===== src/rtl/seq_display_timer.sv =====
// Sequence playback timer: shows each ROM pattern, blanks, advances the counter, repeats until terminal carry.
// Optional buzzer output enabled by defining SEQ_DISPLAY_TONE_EN.
module seq_display_timer #(
  parameter int P_LED     = 4,
  parameter int CNT_W     = 8,
  parameter int ON_TICKS  = 50,
  parameter int GAP_TICKS = 25,
  parameter int ROM_LAT   = 1,
  parameter int TONE_DIV  = 16
) (
  input  logic             clk,
  input  logic             R,
  input  logic             start,
  input  logic [P_LED-1:0] rom_data,
  input  logic             tc_in,
  output logic             cnt_en,
  output logic [P_LED-1:0] leds,
  output logic             busy,
  output logic             done,
  output logic             tone
);

  typedef enum logic [2:0] {
    S_IDLE,
    S_SHOW,
    S_GAP,
    S_ADV,
    S_DONE
  } state_t;

  // Each state ends when the timer reaches its duration minus one.
  localparam logic [CNT_W-1:0] ON_LAST  = CNT_W'(ON_TICKS - 1);
  localparam logic [CNT_W-1:0] GAP_LAST = CNT_W'(GAP_TICKS - 1);
  localparam logic [CNT_W-1:0] ADV_LAST = CNT_W'(ROM_LAT);

  state_t           state_q, state_d;
  logic [CNT_W-1:0] timer_q, timer_d;
  logic [P_LED-1:0] leds_q, leds_d;
  logic             cnt_en_q, cnt_en_d;
  logic             busy_q, busy_d;
  logic             done_q, done_d;

  always_comb begin
    state_d  = state_q;
    timer_d  = timer_q + 1'b1;
    leds_d   = leds_q;
    cnt_en_d = 1'b0;
    case (state_q)
      S_IDLE: begin
        timer_d = '0;
        if (start) begin
          state_d = S_SHOW;
          leds_d  = rom_data;
        end
      end
      S_SHOW: begin
        if (timer_q == ON_LAST) begin
          state_d = S_GAP;
          timer_d = '0;
          leds_d  = '0;
        end
      end
      S_GAP: begin
        if (timer_q == GAP_LAST) begin
          state_d  = S_ADV;
          timer_d  = '0;
          cnt_en_d = 1'b1;
        end
      end
      S_ADV: begin
        // tc_in and rom_data are only trusted once the ROM latency has elapsed.
        if (timer_q == ADV_LAST) begin
          timer_d = '0;
          if (tc_in) begin
            state_d = S_DONE;
          end else begin
            state_d = S_SHOW;
            leds_d  = rom_data;
          end
        end
      end
      S_DONE: begin
        state_d = S_IDLE;
        timer_d = '0;
        leds_d  = '0;
      end
      default: begin
        state_d = S_IDLE;
        timer_d = '0;
        leds_d  = '0;
      end
    endcase
    busy_d = (state_d != S_IDLE);
    done_d = (state_d == S_DONE);
  end

  always_ff @(posedge clk) begin
    if (R) begin
      state_q  <= S_IDLE;
      timer_q  <= '0;
      leds_q   <= '0;
      cnt_en_q <= 1'b0;
      busy_q   <= 1'b0;
      done_q   <= 1'b0;
    end else begin
      state_q  <= state_d;
      timer_q  <= timer_d;
      leds_q   <= leds_d;
      cnt_en_q <= cnt_en_d;
      busy_q   <= busy_d;
      done_q   <= done_d;
    end
  end

  assign cnt_en = cnt_en_q;
  assign leds   = leds_q;
  assign busy   = busy_q;
  assign done   = done_q;

`ifdef SEQ_DISPLAY_TONE_EN
  localparam int TD_W = (TONE_DIV > 1) ? $clog2(TONE_DIV) : 1;
  localparam logic [TD_W-1:0] DIV_LAST = TD_W'(TONE_DIV - 1);

  logic [TD_W-1:0] div_q, div_d;
  logic            tone_q, tone_d;

  // Divider restarts on every SHOW entry so each step's tone starts in phase.
  always_comb begin
    div_d  = '0;
    tone_d = 1'b0;
    if (state_d == S_SHOW && state_q == S_SHOW) begin
      if (div_q == DIV_LAST) begin
        div_d  = '0;
        tone_d = ~tone_q;
      end else begin
        div_d  = div_q + 1'b1;
        tone_d = tone_q;
      end
    end
  end

  always_ff @(posedge clk) begin
    if (R) begin
      div_q  <= '0;
      tone_q <= 1'b0;
    end else begin
      div_q  <= div_d;
      tone_q <= tone_d;
    end
  end

  assign tone = tone_q;
`else
  localparam int tone_div_unused = TONE_DIV;
  assign tone = 1'b0;
`endif

endmodule

===== config.mk =====
export PLATFORM = sky130hd
export DESIGN_NAME = seq_display_timer
export DESIGN_NICKNAME = d
export VERILOG_FILES = /design/src/rtl/seq_display_timer.sv
export SDC_FILE = /design/constraint.sdc
export NUM_CORES = 1
export LEC_CHECK = 0
export ABC_AREA = 1
export BUFFER_PORTS_ARGS = -buffer_cell sky130_fd_sc_hd__buf_2
export CAP_MARGIN = 20
export CORE_MARGIN = 2
export CORE_UTILIZATION = 58
export CTS_BUF_LIST = sky130_fd_sc_hd__clkbuf_4 sky130_fd_sc_hd__clkbuf_8 sky130_fd_sc_hd__clkbuf_16
export DETAILED_ROUTE_END_ITERATION = 7
export GPL_ROUTABILITY_DRIVEN = 1
export GPL_TIMING_DRIVEN = 0
export PLACE_DENSITY_LB_ADDON = 0.12
export SETUP_SLACK_MARGIN = 0.4
export SLEW_MARGIN = 20
export SYNTH_ARGS = -nofsm -noshare
export SYNTH_HDL_FRONTEND = slang
export SYNTH_SLANG_ARGS = --single-unit

===== constraint.sdc =====
create_clock -name clk -period 4.51 [get_ports clk]
set_clock_uncertainty 0.15 [all_clocks]
set_input_delay 1.353 -clock clk [delete_from_list [all_inputs] [get_ports clk]]
set_output_delay 1.353 -clock clk [all_outputs]
set_load 0.02 [all_outputs]

======== Yosys cells after proc, flatten, opt, wreduce, memory -nomap -nowiden ========
Index checks and enable logic that the tools add are counted.
storage, ports and cells
  register bits ........................... 18
  bits of input ports ..................... 8
  output and inout bits ................... 8
  word-level logic and storage cells ...... 39
operators by class
  add/subtract/negate cells ............... 1
  equal/unequal tests ..................... 11
  multiplexer cells ....................... 16
  bitwise operators ....................... 1
  reductions and logical operators ........ 4
operators by type and width
  operator             count
  $mux 8               3
  $pmux 8 s3           1
  $mux 4               4
  $pmux 4 s4           1
  $mux 3               5
  $pmux 3 s4           1
  $add 8x1->8 const B  1
  $eq 8x1->1 const B   1
  $eq 8x5->1 const B   1
  $eq 8x6->1 const B   1
  $ne 2x2->1 const B   4
  $eq 3x2->1 const B   2
  $reduce_and 5->1     1
  $eq 3x1->1 const B   1
  $eq 3x3->1 const B   1
  $logic_not 3->1      1
  $reduce_bool 3->1    1
  $reduce_or 2->1      1
  $mux 1               1
  $not 1->1            1

======== Logic depth before layout (Yosys ltp) ========
  word-level depth ........................ 4
  depth in mapped cells ................... 11
  gate-level depth less buffers ........... 11

======== Least setup slack after synthesis ========
No wires, ideal clock.
  path kind ............................... input to register
  from .................................... input port start
  to ...................................... register leds_q[1] (netlist: leds[1])
  library setup time ...................... 0.114 ns
  arrival ................................. 1.885 ns
  path slack .............................. 2.361 ns
  stages .................................. 7
  cells stage by stage .................... inv_1 > nand3_1 > nand2_1 > a21oi_4 > nand2_2 > nor2_1 > nor2_2
between the ends
  longest elaborated chain between the ends .. 2
RTL lines
  what                               RTL line  text
  start, declared                    13        input logic start,
  $ne 2x2->1 (no source line)        --
  $reduce_and 5->1 (no source line)  --
  end signal, assigned               108       leds_q <= leds_d;
  end, declared                      38        logic [P_LED-1:0] leds_q, leds_d;
No other way between the ends.
A chain may end at the register's enable or synchronous reset.

======== Final worst setup path ========
  from .................................... register leds_q[3] (netlist: leds[3])
  to ...................................... output port leds[3]
RTL lines
  what           RTL line  text
  end, declared  17        output logic [P_LED-1:0] leds,
No word-level cell between the ends.

==> summary.md <==
| Metric | Value |
|---|---|
| DRC violation total after the first TritonRoute iteration | 6 |
| Cell taking the most area after synthesis | sky130_fd_sc_hd__dfxtp_1 |
| Clock period minus worst slack | 2290 ps |
| Reg clk slew, reported paths | 100 ps |
| Layer carrying the most global-route usage | met2 |
| Maximum root-to-sink buffer count | 2 |
| Largest net degree at the start of global routing | 11 |
| Antenna viol nets, final | 0 |
| GRT Resource Usage Total | 20.9% |
| Post-synth EDFFs | 0 |
| Area growth syn-to-layout | 12.7% |
| IR Drop Worst-Case VDD | 257 uV |
| Slowest stage delay, CP | 340 ps |
| First-pass GRT wire length | 3180 um |
| Standard-cell row count | 14 |
| Die W | 45.4 um |
| Wire length reported by the detailed router | 1700 um |
| Antenna cells | 0 |
| Achievable clock frequency | 436 MHz |
| Max_cap viols | 0 |
| Post-CTS Setup Inserts | 0 |
| Setup CP Type | reg2out |
| Post-layout worst setup margin | 2220 ps |
| Max FO, Critical Path | 2 |
| Later-pin clock latency in the skew report | 290 ps |
| Family of cells with the greatest summed delay on the critical path | flip-flops |
| Root cell of the clock tree | sky130_fd_sc_hd__clkbuf_4 |
| Setup repair after global routing missed its margin | false |
| Area fraction of the dominant cell type after synthesis | 36.2% |
| Yosys Warn Count | 0 |
| Number of distinct library cell variants in the gate-level netlist after synthesis | 23 |
| Nets@finish | 173 |
| Number of buffers added to fix hold violations after cts | 0 |
| Post-CTS Resized | 0 |
| DRC Markers | 0 |
| Startpoint class of the critical path | flip-flop |
| Cell area after technology mapping | 995 sq um |
| Synthesized netlist net count | 154 |
| Min-delay src | leds[2]$_SDFFE_PP0P_ |
| Setup slack at placement | 2190 ps |
| Number of instances in the synthesized netlist | 143 |
| Fraction of registers with async set or reset after synthesis | 0% |
| Sum of net half-perimeters after detailed placement | 1360 um |
| Number of top-level pins | 16 |
| Number of port buffers | 14 |
| Vias in the first global route | 793 |
| Max Slew Vio Count | 0 |
| Clock Sinks | 18 |
| Synth top cells by count | sky130_fd_sc_hd__nand2_1, sky130_fd_sc_hd__nor2_1, sky130_fd_sc_hd__inv_1, sky130_fd_sc_hd__dfxtp_1, sky130_fd_sc_hd__nand3_1 |
| Outcome | complete, no violations |
| CP max stage cell | sky130_fd_sc_hd__dfxtp_1 |
| Ys flop type | sky130_fd_sc_hd__dfxtp_1 |
| Data required, critical path | 3010 ps |
| Share of layout cells above drive strength 1 | 23.6% |
| Wire length per cell after detailed routing | 9.60 um |
| Met3 Use GR | 3.97% |
| Worst Hold Class | reg2reg |
| Total placed cells including tap cells | 173 |
| Worst Setup End Kind | output port |
| Count of non-filler cells in the finished layout | 177 |
| Number of CTS-inserted buffers | 3 |
| Setup violation total in the final timing report | 0 |
| Total core area | 1560 sq um |
| Pre-Repair DR Iteration Count | 5 |
| Y dimension of the die | 45.4 um |
| PwrDens | 277 nW/um^2 |
| Crit path from | leds[3]$_SDFFE_PP0P_ |
| Area enclosed by the die boundary | 2060 sq um |
| Static leakage power | 0.567 nW |
| Initial core utilization | 63.8% |
| Total buffers and inverters traversed by the critical path | 1 |
| Routing usage on met2 | 31.5% |
| Worst reg2reg startpoint | timer_q[0]$_SDFF_PP0_ |
| Share of the cycle needed by the critical path after routing | 50.8% |
| Last weighted congestion value of the routability-driven placer | 0.799 |
| Total number of vias | 879 |
| Setup Total Neg Slack | 0 ps |
| Sum of overflow across all layers after global routing | 0 |
| Most common cell in the netlist | sky130_fd_sc_hd__nand2_1 |
| Syn avg cell area | 6.96 sq um |
| Endpoints failing hold | 0 |
| Post-synthesis register bit count | 18 |
| Sequential cell area fraction in the yosys report | 36.2% |
| Worst hold slack across all endpoints | 335 ps |
| Sequence of cells on the critical path | buf_2 |
| Global routing met1 resource utilization | 27.6% |
| CTS H-Tree Depth | 1 |
| Crit path DAT | 790 ps |
| Initial antenna violation count | 0 |
| Post-DR vias/cell | 4.97 |
| CTS tree | yes |
| Cells taking the most area after synthesis | sky130_fd_sc_hd__dfxtp_1, sky130_fd_sc_hd__nand2_1, sky130_fd_sc_hd__nor2_1, sky130_fd_sc_hd__inv_1, sky130_fd_sc_hd__nand3_1 |
==> area by class of cell <==
type	instances	area (sq um)
Inverter	22	82.6
Fill cell	140	438
Tap cell	16	20.0
Timing Repair Buffer	14	70.1
Sequential cell	18	360
Buffer	2	18.8
Multi-Input combinational cell	101	533
Clock buffer	4	36.3
==> metrics by stage <==
stage          area (sq um)  utilization [%]  total power, mW
3_3_place_gp           1080             69.6            0.214
2_1_floorplan           995                -            0.204
6_report               1120             71.9            0.310
3_5_place_dp           1080             69.6            0.215
5_1_grt                1120             71.9            0.329
4_1_cts                1120             71.9            0.314
==> layer usage <==
| layer | wire, um | vias to the layer above | part of all wire, % |
|---|---|---|---|
| met5 | 0 | - | 0 |
| met4 | 34 | 0 | 2.0 |
| met3 | 86 | 5 | 5.1 |
| met2 | 717 | 20 | 42 |
| met1 | 860 | 384 | 51 |
| li1 | - | 470 | - |
==> power breakdown <==
group / leakage, nW / total (mW) / switching [mW] / internal [mW]
registers: 0.147 / 0.167 / 0.00301 / 0.164
clock network: 0.0210 / 0.0992 / 0.0500 / 0.0492
logic: 0.399 / 0.0437 / 0.0268 / 0.0170
total: 0.567 / 0.310 / 0.0798 / 0.231
==> path summary, 6_finish.rpt <==
| check | slack, ps | end | cells after the start |
|---|---|---|---|
| setup / recovery | 2220 | leds[3] | 1 |
| hold / removal | 330 | leds[2]$_SDFFE_PP0P_ | 2 |
| setup reg to reg | 2850 | timer_q[6]$_SDFF_PP0_ | 8 |
| hold reg to reg | 330 | leds[2]$_SDFFE_PP0P_ | 2 |
==> sequential cells by signal, indices dropped and copies added, names as in the netlist <==
register,cells
leds,4
busy,1
cnt_en,1
done,1
timer_q,8
state_q,3
==> worst reg2reg max path: cells and delay by family (launching register included) <==
family | cells | cell delay, ps
AND/OR/NAND/NOR | 6 | 660
adder cells (fa/ha/maj) | 1 | 210
flip-flops | 1 | 420
AO/OA/AOI/OAI | 1 | 110
==> cells by family (layout without fill, tap and decap cells) <==
group | Yosys count | in the layout | synth area share [%]
simple gates | 87 | 87 | 41.1
other cells | 1 | 1 | 0.377
xor+xnor | 3 | 3 | 2.64
compound gates | 7 | 7 | 5.66
buf+inv | 24 | 42 | 10.2
fa+ha+maj | 3 | 3 | 3.77
flops | 18 | 18 | 36.2
==> cell usage in the layout, fill, tap and decap left out, drive strengths merged, types with 2 or more instances in the layout <==
master and count:
inv 22, o21ai 3, nor2 34, buf 16, ha 3, xor2 2
a21oi 2, nand4 3, nand2 37, nand3 11, clkbuf 4, dfxtp 18
(Power assumes the default switching activity.)
